$ cat src/rtl/jtdsp16_hostif.sv
// Host-to-DSP16 parallel port mailbox: 8-bit host writes build 16-bit words queued for the DSP.
// DSP output words are captured for the host. Optional macro JTDSP16_HOSTIF_AUTOACK_EN lets the DSP flush the queue.
module jtdsp16_hostif #(
   parameter int AW = 3
) (
   input  logic        rst,
   input  logic        clk,
   input  logic        cen,
   input  logic [1:0]  host_addr,
   input  logic [7:0]  host_din,
   input  logic        host_we,
   input  logic        host_rd,
   output logic [7:0]  host_dout,
   input  logic [15:0] dsp_pbus_out,
   input  logic        pods_n,
   input  logic        pids_n,
   input  logic        psel,
   output logic [15:0] dsp_pbus_in,
   output logic        dsp_irq
);

   localparam int DEPTH = 2**AW;

   logic [15:0]   mem [DEPTH];
   logic [AW-1:0] wr_ptr, rd_ptr;
   logic [AW:0]   count;
   logic [7:0]    hi_latch;
   logic [15:0]   out0, out1;
   logic          out_valid0, out_valid1;
   logic          ovf;
   logic          last_pids_n, last_pods_n;

   logic          full, empty;
   logic          push_req, push_ok, pop, pids_rise, pods_rise;
   logic          host_flush, auto_flush, flush;
   logic [3:0]    count_sat;

   assign full      = (count == (AW+1)'(DEPTH));
   assign empty     = (count == '0);
   assign pids_rise = cen & ~last_pids_n & pids_n;
   assign pods_rise = cen & ~last_pods_n & pods_n;

   assign push_req   = host_we & (host_addr == 2'd1);
   assign host_flush = host_we & (host_addr == 2'd3);
   assign pop        = pids_rise & ~psel & ~empty;
   // A pop in the same cycle frees the slot, so a push on a full FIFO still lands.
   assign push_ok    = push_req & (~full | pop);

`ifdef JTDSP16_HOSTIF_AUTOACK_EN
   assign auto_flush = pods_rise & psel & dsp_pbus_out[15];
`else
   assign auto_flush = 1'b0;
`endif
   assign flush = host_flush | auto_flush;

   always_ff @(posedge clk) begin
      if (push_ok && !flush) mem[wr_ptr] <= {hi_latch, host_din};
   end

   always_ff @(posedge clk or posedge rst) begin
      if (rst) begin
         wr_ptr <= '0;
         rd_ptr <= '0;
         count  <= '0;
         ovf    <= 1'b0;
      end else if (flush) begin
         wr_ptr <= '0;
         rd_ptr <= '0;
         count  <= '0;
         ovf    <= 1'b0;
      end else begin
         if (push_ok) wr_ptr <= wr_ptr + 1'b1;
         if (pop)     rd_ptr <= rd_ptr + 1'b1;
         count <= count + (AW+1)'(push_ok) - (AW+1)'(pop);
         if (push_req && !push_ok) ovf <= 1'b1;
      end
   end

   always_ff @(posedge clk or posedge rst) begin
      if (rst) begin
         hi_latch <= 8'h00;
      end else if (host_we && host_addr == 2'd0) begin
         hi_latch <= host_din;
      end
   end

   always_ff @(posedge clk or posedge rst) begin
      if (rst) begin
         last_pids_n <= 1'b1;
         last_pods_n <= 1'b1;
         dsp_irq     <= 1'b0;
      end else if (cen) begin
         last_pids_n <= pids_n;
         last_pods_n <= pods_n;
         dsp_irq     <= ~empty;
      end
   end

   // Capture is ordered after the host clear so a same-cycle capture keeps the valid flag set.
   always_ff @(posedge clk or posedge rst) begin
      if (rst) begin
         out0       <= 16'h0000;
         out1       <= 16'h0000;
         out_valid0 <= 1'b0;
         out_valid1 <= 1'b0;
      end else begin
         if (host_rd && host_addr == 2'd2) out_valid0 <= 1'b0;
         if (host_rd && host_addr == 2'd3) out_valid1 <= 1'b0;
         if (pods_rise) begin
            if (psel) begin
               out1       <= dsp_pbus_out;
               out_valid1 <= 1'b1;
            end else begin
               out0       <= dsp_pbus_out;
               out_valid0 <= 1'b1;
            end
         end
      end
   end

   assign count_sat = (32'(count) > 32'd15) ? 4'd15 : 4'(count);

   always_comb begin
      dsp_pbus_in = 16'h0000;
      if (psel)        dsp_pbus_in = {ovf, full, {(13-AW){1'b0}}, count};
      else if (!empty) dsp_pbus_in = mem[rd_ptr];
   end

   always_comb begin
      host_dout = 8'h00;
      case (host_addr)
         2'd0: host_dout = {out_valid1, out_valid0, ovf, full, count_sat};
         2'd1: host_dout = out0[15:8];
         2'd2: host_dout = out0[7:0];
         2'd3: host_dout = out1[7:0];
         default: host_dout = 8'h00;
      endcase
   end

endmodule

$ cat config.mk
export PLATFORM = sky130hd
export DESIGN_NAME = jtdsp16_hostif
export DESIGN_NICKNAME = d
export VERILOG_FILES = /design/src/rtl/jtdsp16_hostif.sv
export SDC_FILE = /design/constraint.sdc
export NUM_CORES = 1
export LEC_CHECK = 0
export CAP_MARGIN = 20
export CORE_MARGIN = 2
export CORE_UTILIZATION = 62
export CTS_CLUSTER_DIAMETER = 80
export DETAILED_ROUTE_END_ITERATION = 8
export GPL_ROUTABILITY_DRIVEN = 0
export PLACE_DENSITY_LB_ADDON = 0.12
export SLEW_MARGIN = 20
export SYNTH_ARGS = -nofsm -noshare
export SYNTH_HDL_FRONTEND = slang
export SYNTH_SLANG_ARGS = --single-unit
$ cat constraint.sdc
create_clock -name clk -period 6.1 [get_ports clk]
set_clock_uncertainty 0.2 [all_clocks]
set_input_delay 0.61 -clock clk [delete_from_list [all_inputs] [get_ports clk]]
set_output_delay 0.61 -clock clk [all_outputs]
set_load 0.02 [all_outputs]
# Word-level counts from Yosys, hierarchy flattened
# Memories as Yosys holds them, arrays and structs flattened.
# Cells that the tools add are included.
# classes
addsub	4
eq_ne	4
n_mux	18
bitwise	15
n_reduce_logical	14
# op_table
op	count
$mux 16	2
$pmux 8 s4	1
$mux 3	4
$mux 1	10
$and 1x1->1	9
$add 3x1->3 const B	2
$reduce_bool 2->1	3
$logic_and 1x1->1	5
$not 1->1	5
$add 4x1->4	1
$eq 2x2->1 const B	2
$eq 4x4->1 const B	1
$logic_not 4->1	1
$mux 4	1
$reduce_and 2->1	2
$sub 4x1->4	1
$eq 2x1->1 const B	1
$logic_not 1->1	2
$logic_not 2->1	1
$or 1x1->1	1
# totals
ff_bits	48
ramBits	128
in_bits	34
out_inout_bits	25
mem_count	1
# mem_list
name	depth	word_bits	rd	rd_clocked_by_memory_dff	wr	line_no	rtl
mem	8	16	1	0	1	24	logic [15:0] mem [DEPTH];

# Depth between registers and ports, before layout
# logic_depth
ltp_word	11
ltp_mapped	12
mapped_depth_nobuf	12

# Least setup slack after synthesis
# Ideal clock, no wire load.
# synth_path
kind	register -> register
startpoint	register count[2]
endpoint	memory mem[0][0], enable pin
setup_time_ns	0.409
t_arrival_ns	2.520
required_time_ns	5.491
setup_slack_ns	2.971
stages_incl_launch_ff	7
path_buffers	0
synth_period_minus_slack_ns	3.129
cell_sequence	dfrtp_1 inv_1 ha_1 nor3b_2 o41ai_4 nand3b_1 nor3_1
# synth_between
elab_chain_len	8
# synth_rtl
item	line_no	rtl
start, declared	26	logic [AW:0] count;
start signal, assigned	74	count <= count + (AW+1)'(push_ok) - (AW+1)'(pop);
$logic_not 4->1	39	assign empty = (count == '0);
$not 1->1	45	assign pop = pids_rise & ~psel & ~empty;
$and 1x1->1	45	
$or 1x1->1 (*)	47	assign push_ok = push_req & (~full | pop);
$and 1x1->1 (*)	47	
$logic_and 1x1->1 (*)	57	if (push_ok && !flush) mem[wr_ptr] <= {hi_latch, host_din};
$mux 1 (*)	57	
$mux 1 (not written as such) (*)	57	
end, declared	24	
# Mark *: on every way between the ends. The rest lies on a longest branch, timed or not.

# Final worst setup path
# layout_path
startpoint	register rd_ptr[1]
endpoint	output port dsp_pbus_in[2]
# layout_between
elab_chain_len	3
# layout_rtl
item	line_no	rtl
start, declared	25	logic [AW-1:0] wr_ptr, rd_ptr;
start signal, assigned	73	if (pop) rd_ptr <= rd_ptr + 1'b1;
$mem_v2 8x16	n/a	
$mux 16	126	else if (!empty) dsp_pbus_in = mem[rd_ptr];
$mux 16	125	if (psel) dsp_pbus_in = {ovf, full, {(13-AW){1'b0}}, count};
end, declared	18	output logic [15:0] dsp_pbus_in,
# No other way between the ends.

==> results.cfg <==
[routing]
finalWirelength_um = 14400
drcViolationCount = 0
drtAntennaViolNets = 0
vias = 3819
vias_per_cell = 6.11
drt_iter0_markers = 308
wl_per_cell_um = 23.0
dr.pass1.iters = 7

[worst_setup_path]
max_stage_delay_ns = 1.02
reg2regPathDepth = 7
worst_path_max_delay_cell = dfrtp_1
crit_type = register to output port
rrSetupSlack_ns = 2.84
reg2reg_from = count[2]
cp_data_required_time_ns = 5.29
worstPathCellList = buf_4 > mux4_2 > nor2_1 > o31ai_1 > clkdlybuf4s50_1
worstPathArrival_ns = 3.27
r2r_end = mem[7][0]
worstSetupEndpointType = output port
crit_path_start_kind = register
cp_max_fo = 22

[sta]
min_period_ns = 4.08
worstMarginPinSlew_ns = 1.11
fin_tns_setup_ns = 0
finalMaxSlewViolations = 0
hold_violations = 0
rsz0062_at_grt = no
fin_ws_ns = 2.02
setup_viol = 0
finalCritPeriodShare_pct = 66.8
relSlewSlack_pct = 25.7
fmax_mhz = 245

[clock_tree]
root_buffer = clkbuf_16
clk_pin_slew_ns = 0.06
cts_num_sinks = 176
cts_tree = yes
ctsHoldBuffers = 0
cts_setup_buffers = 0
clk_latency_ns = 0.43
cts_resized = 0
clk_path_buf_depth = 2
cts_max_level = 4
cts_made_buffers = 17

[cells_and_area]
nets = 512
stdcell_count = 625
final_cell_mix = edfxtp_1 (128), clkdlybuf4s50_1 (58), dfrtp_1 (45), mux2_2 (43), mux4_2 (35)
layout_commonest_cell = edfxtp_1
seqCellArea_um2 = 5050
fill_cells = 665
postLayoutCellArea_um2 = 8590
syn_to_final_growth_pct = 18.7
multi_input_area_um2 = 2080
diodes = 0
drive_gt1_share_pct = 26.8

[logic_synthesis]
synth.distinct_cells = 38
ys_seq_area_share_pct = 69.7
synth.cell_area_um2 = 7240
yosysWarningCount = 0
ys_ff_latch = 176
syn-num-nets = 442
synthCells = 399
syn_area_per_cell_um2 = 18.1

[place]
numPortBuffers = 58
dp_slack_ns = 2.14
dp.cells = 593
hpwl_um = 9040
post_dp_cell_area_um2 = 8000

[floorplan]
dieArea_um2 = 12600
die_y_um = 112
core_region_area_um2 = 11400
num_rows = 39
die_w_um = 112
io-pin-count = 59
initial_core_util_pct = 63.4

[power]
switching_share_pct = 27.9
power.density_nw_per_um2 = 405
clockPowerShare_pct = 31.1
finalPower_uw = 3480
switching_power_uw = 969
seqPwrFrac_pct = 44.9
p_leak_uw = 0.00302
power_frac_comb_pct = 24.0
p_int_uw = 2510
peakVddDrop_uv = 361

[global_route]
antenna_found_initial = 0
first_global_vias = 4006
grt_pass1_wl_um = 22800
grt_max_degree = 49
gr-total-overflow = 0
gr-usage-all-layers_pct = 24.9

[worst_hold_path]
min_to = out_valid1
hp-class = register to register
hp-start = out_valid1
min_delay_path_depth = 2

[status]
status = finished, final reports clean

[flow_run]
drv_cap = 0
## worst max-delay path by stage
stage / slack, ns / to / from / depth (start not counted)
final: 2.02 / dsp_pbus_in[2] / rd_ptr[1] / 5
after CTS: 1.96 / dsp_pbus_in[2] / rd_ptr[1] / 5
after detailed placement: 2.14 / mem[7][0] / host_addr[0] / 6
after floorplan: 2.97 / mem[0][0] / count[2] / 6
after global routing: 1.85 / dsp_pbus_in[0] / rd_ptr[1] / 5
after global placement: 2.22 / mem[4][15] / host_addr[0] / 6
## cells by family (layout without fill, tap and decap cells)
group / after synthesis / count (layout) / synth area share [%]
DFF: 176 / 176 / 69.7
muxes: 91 / 91 / 19.4
AOI/OAI and AO/OA: 23 / 23 / 2.33
xor gates and xnor gates: 4 / 4 / 0.484
buffers and inverters: 27 / 110 / 1.69
adders and majority gates: 9 / 9 / 1.66
and+or+nand+nor: 69 / 69 / 4.72
## routing by layer
layer	part of all wire [%]	GRT usage [%]
met3	6.8	7.02
met1	43	35.0
met4	0.99	7.48
met2	49	39.1
met5	0	0
## synth_stat cells
cell / n / share of area [%]
a21o_1: 1 / 0.10
a21oi_1: 3 / 0.21
a31oi_1: 1 / 0.086
and3_1: 2 / 0.17
buf_1: 1 / 0.052
buf_2: 11 / 0.76
buf_4: 2 / 0.21
clkbuf_1: 3 / 0.16
dfrtp_1: 46 / 16
dfstp_2: 2 / 0.73
edfxtp_1: 128 / 53
fa_1: 1 / 0.28
ha_1: 8 / 1.4
inv_1: 10 / 0.52
mux2_2: 43 / 6.7
mux2i_1: 13 / 1.8
mux4_2: 35 / 11
nand2_1: 17 / 0.88
nand2b_1: 3 / 0.26
nand3_1: 3 / 0.21
nand3b_1: 1 / 0.10
nand4_2: 1 / 0.17
nor2_1: 31 / 1.6
nor2b_1: 2 / 0.17
nor3_1: 2 / 0.14
nor3_4: 1 / 0.22
nor3b_1: 1 / 0.10
nor3b_2: 2 / 0.35
nor4bb_1: 1 / 0.14
o21ai_0: 5 / 0.35
o22ai_1: 5 / 0.43
o31ai_1: 6 / 0.62
o41a_1: 1 / 0.16
o41ai_4: 1 / 0.38
or2_2: 1 / 0.086
or4_1: 1 / 0.10
xnor2_1: 3 / 0.36
xor2_1: 1 / 0.12
## power groups by stage
stage	combinational, uW	sequential, uW	clock, uW
after floorplan	609	1500	0
after global placement	815	1570	0
after detailed placement	835	1580	0
after CTS	844	1560	1090
after global routing	903	1580	1140
final	833	1560	1080
## area by class of cell
cell class	instances	share of cell area [%]
timing repair buffer	68	7.63
multi-input combinational	196	24.2
clock inverter	15	1.94
tap	143	2.08
inverter	10	0.451
clock buffer	17	4.95
sequential	176	58.8
## sequential cells by signal (all words and copies together), names as in the netlist, 3 cells and up
register	cells
count	4
hi_latch	8
mem	128
out0	16
out1	8
rd_ptr	3
wr_ptr	3
## worst max-delay path: cells and delay by family (launching register included)
kind	cells	cell delay, ns
AOI/OAI and AO/OA	1	0.41
and+or+nand+nor	1	0.05
DFF	1	1.02
buffers and inverters	2	1.11
muxes	1	0.24
## through the flow
stage                     hold WS [ns]  utilization, %
after floorplan                  0.241               -
after global placement           0.264            70.1
after detailed placement         0.272            70.1
after CTS                        0.300            75.2
after global routing             0.321            75.2
final                            0.295            75.2
Note: power is estimated with default switching activity, not from simulation.
